--- src/rtl/fp_norm_pipe.sv ---
// fp_norm_pipe: two-stage normalisation of the raw adder mantissa with exponent adjust and valid/ready flow control
module fp_norm_pipe #(
    parameter int SIZE_DATA = 28,
    parameter int SIZE_EXP  = 8,
    parameter int SIZE_LOPD = $clog2(SIZE_DATA)
) (
    input  logic                 i_clk,
    input  logic                 i_rst_n,
    input  logic                 i_valid,
    output logic                 o_ready,
    input  logic                 i_zero_flag,
    input  logic                 i_sign,
    input  logic [SIZE_EXP-1:0]  i_exponent,
    input  logic [SIZE_DATA-1:0] i_mantissa,
    output logic                 o_valid,
    input  logic                 i_ready,
    output logic                 o_sign,
    output logic [SIZE_EXP-1:0]  o_exponent,
    output logic [SIZE_DATA-1:0] o_mantissa,
    output logic                 o_zero,
    output logic                 o_underflow,
    output logic                 o_overflow
);
    logic                 s1_valid, s1_sign, s1_zero, s1_carry;
    logic [SIZE_EXP-1:0]  s1_exp;
    logic [SIZE_DATA-1:0] s1_mant;
    logic [SIZE_LOPD-1:0] s1_lz, lz;
    logic                 s2_valid, s2_adv;
    logic [SIZE_EXP:0]    exp_w, lz_w, exp_inc;
    logic [SIZE_EXP-1:0]  dn_sh, n_exp;
    logic [SIZE_DATA-1:0] cy_mant, nm_mant, dn_mant, n_mant;
    logic                 cy_of, is_norm, n_uf, n_of;

    assign s2_adv  = ~s2_valid | i_ready;
    assign o_ready = ~s1_valid | s2_adv;
    assign o_valid = s2_valid;

    // Leading-zero count below the carry bit; the highest set bit wins
    always_comb begin
        lz = SIZE_LOPD'(SIZE_DATA - 1);
        for (int i = 0; i < SIZE_DATA - 1; i++)
            if (i_mantissa[i]) lz = SIZE_LOPD'(SIZE_DATA - 2 - i);
    end

    // Stage 1: capture the beat with its zero, carry and leading-zero classification
    always_ff @(posedge i_clk or negedge i_rst_n) begin
        if (!i_rst_n) begin
            s1_valid <= 1'b0;
            s1_sign  <= 1'b0;
            s1_zero  <= 1'b0;
            s1_carry <= 1'b0;
            s1_exp   <= '0;
            s1_mant  <= '0;
            s1_lz    <= '0;
        end else if (o_ready) begin
            s1_valid <= i_valid;
            if (i_valid) begin
                s1_sign  <= i_sign;
                s1_zero  <= i_zero_flag | (i_mantissa == '0);
                s1_carry <= i_mantissa[SIZE_DATA-1];
                s1_exp   <= i_exponent;
                s1_mant  <= i_mantissa;
                s1_lz    <= lz;
            end
        end
    end

    // Normalisation in priority order: zero, carry right-shift, left-normalise, denormal clamp
    always_comb begin
        exp_w   = {1'b0, s1_exp};
        lz_w    = (SIZE_EXP+1)'(s1_lz);
        exp_inc = exp_w + (SIZE_EXP+1)'(1);
        cy_of   = exp_inc >= {1'b0, {SIZE_EXP{1'b1}}};
        cy_mant = {1'b0, s1_mant[SIZE_DATA-1:2], |s1_mant[1:0]};
        is_norm = exp_w > lz_w;
        nm_mant = s1_mant << s1_lz;
        dn_sh   = (s1_exp == '0) ? '0 : s1_exp - SIZE_EXP'(1);
        dn_mant = s1_mant << dn_sh;
        n_mant  = s1_zero ? '0 : s1_carry ? (cy_of ? '0 : cy_mant) : is_norm ? nm_mant : dn_mant;
        n_exp   = s1_zero ? '0 : s1_carry ? (cy_of ? '1 : exp_inc[SIZE_EXP-1:0]) :
                  is_norm ? SIZE_EXP'(exp_w - lz_w) : '0;
        n_uf    = ~s1_zero & ~s1_carry & ~is_norm & ~dn_mant[SIZE_DATA-2];
        n_of    = ~s1_zero & s1_carry & cy_of;
    end

    // Stage 2: register the normalised result; holds while downstream stalls
    always_ff @(posedge i_clk or negedge i_rst_n) begin
        if (!i_rst_n) begin
            s2_valid    <= 1'b0;
            o_sign      <= 1'b0;
            o_exponent  <= '0;
            o_mantissa  <= '0;
            o_zero      <= 1'b0;
            o_underflow <= 1'b0;
            o_overflow  <= 1'b0;
        end else if (s2_adv) begin
            s2_valid <= s1_valid;
            if (s1_valid) begin
                o_sign      <= s1_sign;
                o_exponent  <= n_exp;
                o_mantissa  <= n_mant;
                o_zero      <= s1_zero;
                o_underflow <= n_uf;
                o_overflow  <= n_of;
            end
        end
    end
endmodule
--- config.mk ---
export PLATFORM = sky130hd
export DESIGN_NAME = fp_norm_pipe
export DESIGN_NICKNAME = d
export VERILOG_FILES = /design/src/rtl/fp_norm_pipe.sv
export SDC_FILE = /design/constraint.sdc
export NUM_CORES = 1
export LEC_CHECK = 0
export CELL_PAD_IN_SITES_DETAIL_PLACEMENT = 0
export CELL_PAD_IN_SITES_GLOBAL_PLACEMENT = 1
export CORE_MARGIN = 1
export CORE_UTILIZATION = 25
export CTS_CLUSTER_DIAMETER = 120
export CTS_CLUSTER_SIZE = 20
export DETAILED_ROUTE_END_ITERATION = 12
export PLACE_DENSITY = 0.56
export SLEW_MARGIN = 10
export SYNTH_ARGS = -nofsm -noshare
export SYNTH_HDL_FRONTEND = slang
export SYNTH_SLANG_ARGS = --single-unit
--- constraint.sdc ---
create_clock -name i_clk -period 7.9 [get_ports i_clk]
set_input_delay 1.58 -clock i_clk [delete_from_list [all_inputs] [get_ports i_clk]]
set_output_delay 1.58 -clock i_clk [all_outputs]
set_load 0.03 [all_outputs]
# Yosys cells after proc, flatten, opt, wreduce, memory -nomap -nowiden
# Index checks and enable logic that the tools add are counted.
[classes] bitwise_logic=14 n_shift=2 reduce_logical=5 muxes=36 order_cmp=2 addsub=3
[ops] cell="$mux 5" count=24
[ops] cell="$mux 28" count=3
[ops] cell="$mux 8" count=5
[ops] cell="$logic_not 28->1" count=1
[ops] cell="$shl 28x5->28" count=1
[ops] cell="$shl 28x8->28" count=1
[ops] cell="$mux 27" count=1
[ops] cell="$add 8x1->9 const B" count=1
[ops] cell="$ge 9x8->1 const B" count=1
[ops] cell="$gt 8x5->1" count=1
[ops] cell="$logic_not 8->1" count=1
[ops] cell="$sub 8x1->8 const B" count=1
[ops] cell="$sub 8x5->8" count=1
[ops] cell="$not 1->1" count=6
[ops] cell="$and 1x1->1" count=5
[ops] cell="$mux 2" count=2
[ops] cell="$reduce_and 2->1" count=2
[ops] cell="$or 1x1->1" count=3
[ops] cell="$reduce_or 2->1" count=1
[ops] cell="$mux 1" count=1
[word_totals] out_inout_bits=42 regBits=86

# Logic depth before layout (Yosys ltp)
[logic_depth] ltp_word=27 depth_mapped=14

# Worst setup path before layout
# No wires, ideal clock.
[synth_timing] kind="input -> output" from="in i_ready" to="out o_ready" cell_stages=1 arrival_time_ns=1.932 setup_slack_ns=4.388 cell_sequence="nand3b_1"
[synth_between] elab_chain_cells=2
[synth_rtl] element="start: declaration" line_no="16" source="input logic i_ready,"
[synth_rtl] element="$or 1x1->1" line_no="34" source="assign s2_adv = ~s2_valid | i_ready;"
[synth_rtl] element="$or 1x1->1" line_no="35" source="assign o_ready = ~s1_valid | s2_adv;"
[synth_rtl] element="end: declaration" line_no="10" source="output logic o_ready,"
# No other way between the ends.

# Worst setup path in the final report
# Same ends and word-level chain as after synthesis.

==> run metrics <==
status=complete, no violations; CP Launch Type=input pin; sequential share of the synthesized area=0.2611; slew at the pin with the worst max-slew slack=0.9899 ns; Clk network pwr share=0.191; Data required, critical path=6.32 ns; commonest non-fill, non-tap cell in the layout=nand2_1; H-tree levels=3; gpl congestion=0.9423; ys flop type=dfrtp_1; critical path class=input pin to output pin; RSZ-0062 raised after global routing=no; async set-reset flop share out of synthesis=1.000; cts hold-fix bufs=0; Final Net Count=1,065; TritonCTS Buffers=9; fin crit period=4.455 ns; Avg WL per Cell=24.57 um; Rows=65; clock sink count=85; Sw Ratio=0.4753; Flop pwr share=0.294; vias in the first global route=8,014; CTS tree=done; maxcap violations=0; Yosys cell types=83; combinational share of power=0.515; vias post-DR=8,338; number of gates resized after CTS=0; die height=182.5 um; DRT Pass-1 Iters=5; grt total ovfl=0; Worst EP arrival=2.88 ns; Synth Instances=1,001; Slew Viols, Final=0; Pint=1258 uW; I/O pin count=84; drt drc=0; first-pass GRT wire length=53.94 mm; Detail Route Antenna Nets=0; Final TNS setup=0 ns; Post-synth EDFFs=0; Pleak=0.003536 uW; Max Fclk=224.4 MHz; clk_skew=0.009276 ns; sw power=1140 uW; Syn Nets=1,053; antenna violations before repair=0; Root Driver=clkbuf_16; # port buffers=83; core area=31,800 um2; Core Util, Final=0.3003; pre-CTS WS=3.438 ns; layout cells sized above 1=0.1316; final period utilization=0.5640; critical path endpoint category=output pin; die width=182.5 um; commonest cells after routing, fill and taps aside=nand2_1, nor2_1, dfrtp_1; # diodes=0; Post-Syn Area=8145 um2; Mean Syn Cell Area=8.137 um2; final hold violation count=0; starting density of the core=0.2561; Hold/Removal Path Class=flop to flop; max_slew headroom=0.3361; Synth Warn #=0; Hold WS=0.4766 ns; Setup WS post-layout=3.445 ns; 1st-iter DRT viols=817; vias per cell=5.738; clk buf depth=2; Total GRT Usage=0.2162; routed wire length=35.70 mm; Layout area overhead=17.24%; DP Wirelength=24.70 mm; flops & latches, synth=85; postcts setup bufs=0; Worst-path clk slew=0.07 ns; Pwr Density=251.1 nW/um2; maximum VDD drop=0.1016 mV; pin count of the biggest net entering global routing=56; die area=33,310 um2; Setup violations, final=0; critical path peak fanout=3; Skew-Pair Late Insertion Delay=0.35 ns
==> state kept, by name, indices dropped and copies added (netlist names) <==
register	count
o_exponent	8
o_mantissa	28
o_overflow	1
o_sign	1
o_underflow	1
o_valid	1
o_zero	1
s1_carry	1
s1_exp	8
s1_lz	5
s1_mant	27
s1_sign	1
s1_valid	1
s1_zero	1
==> critical path, cell delays in order <==
cell and delay (ns):
clkdlybuf4s50_1 0.46, nand3b_1 0.15, clkdlybuf4s50_1 0.69
==> cell usage after synthesis, drive strengths merged (6+ instances only) <==
cell / n / area share
a2111oi: 11 / 0.013
a211o: 6 / 0.0065
a211oi: 28 / 0.026
a21boi: 8 / 0.0074
a21oi: 67 / 0.041
a221o: 7 / 0.0086
a221oi: 13 / 0.014
a22oi: 7 / 0.0065
a2bb2oi: 9 / 0.0097
a31oi: 15 / 0.012
and2: 9 / 0.0069
and3: 10 / 0.0077
buf: 39 / 0.026
clkbuf: 64 / 0.029
dfrtp: 85 / 0.26
ha: 9 / 0.014
inv: 18 / 0.0083
mux2: 44 / 0.061
mux2i: 32 / 0.039
mux4: 26 / 0.072
nand2: 110 / 0.051
nand2b: 13 / 0.010
nand3: 32 / 0.020
nor2: 92 / 0.042
nor2b: 11 / 0.0084
nor3: 33 / 0.022
nor4: 12 / 0.011
o211ai: 15 / 0.014
o21ai: 78 / 0.049
o221ai: 6 / 0.0065
o22ai: 6 / 0.0054
o31ai: 12 / 0.011
==> logic make-up after synthesis <==
group,Yosys count,synth area share
AO/OA/AOI/OAI,326,0.2756
buffers and inverters,122,0.06390
multiplexers,102,0.1720
XOR/XNOR,8,0.008602
adder cells (fa/ha/maj),10,0.01628
AND/OR/NAND/NOR,348,0.2025
flip-flops,85,0.2611
==> routing by layer <==
| metal | global-route usage | vias to the layer above | part of all wire |
|---|---|---|---|
| met5 | 0 | - | 0 |
| met4 | 0.07866 | 0 | 0.033 |
| met3 | 0.03991 | 55 | 0.065 |
| met2 | 0.3226 | 357 | 0.44 |
| met1 | 0.3081 | 4128 | 0.47 |
| li1 | - | 3798 | - |
==> metrics by stage <==
step	area [um2]	power [uW]	instances
floorplan	8145	1458	1001
global placement	9250	1932	1437
detailed placement	9250	1929	1437
CTS	9549	2390	1453
global route	9549	2525	1453
finish	9549	2398	1453
==> worst paths after layout <==
check | from | endpoint | slack [ns] | cells after the start
max | i_ready | o_ready | 3.44 | 3
min | s1_sign$_DFFE_PN0P_ | o_sign$_DFFE_PN0P_ | 0.48 | 2
max reg2reg | s1_lz[2]$_DFFE_PN0P_ | o_mantissa[23]$_DFFE_PN0P_ | 3.83 | 8
min reg2reg | s1_sign$_DFFE_PN0P_ | o_sign$_DFFE_PN0P_ | 0.48 | 2
max in group asynchronous | i_rst_n | o_mantissa[25]$_DFFE_PN0P_ | 5.62 | 2
min in group asynchronous | i_rst_n | s1_exp[0]$_DFFE_PN0P_ | 1.18 | 1
==> power by group through the flow <==
stage	Sequential, uW	Clock (uW)	Combinational, uW
2_1_floorplan	683	0	775
3_3_place_gp	710	0	1220
3_5_place_dp	712	0	1220
4_1_cts	703	466	1220
5_1_grt	717	481	1330
6_report	706	458	1230
==> area by class of cell <==
cell class                 instances  area (um2)
fill                            3412       22250
inverter                          19       71.32
clock inverter                     6       70.07
sequential                        85        2128
clock buffer                      10       229.0
timing repair buffer             104       985.9
multi-input combinational        794        5520
tap                              435       544.3
Power figures use the tool's default switching activity.
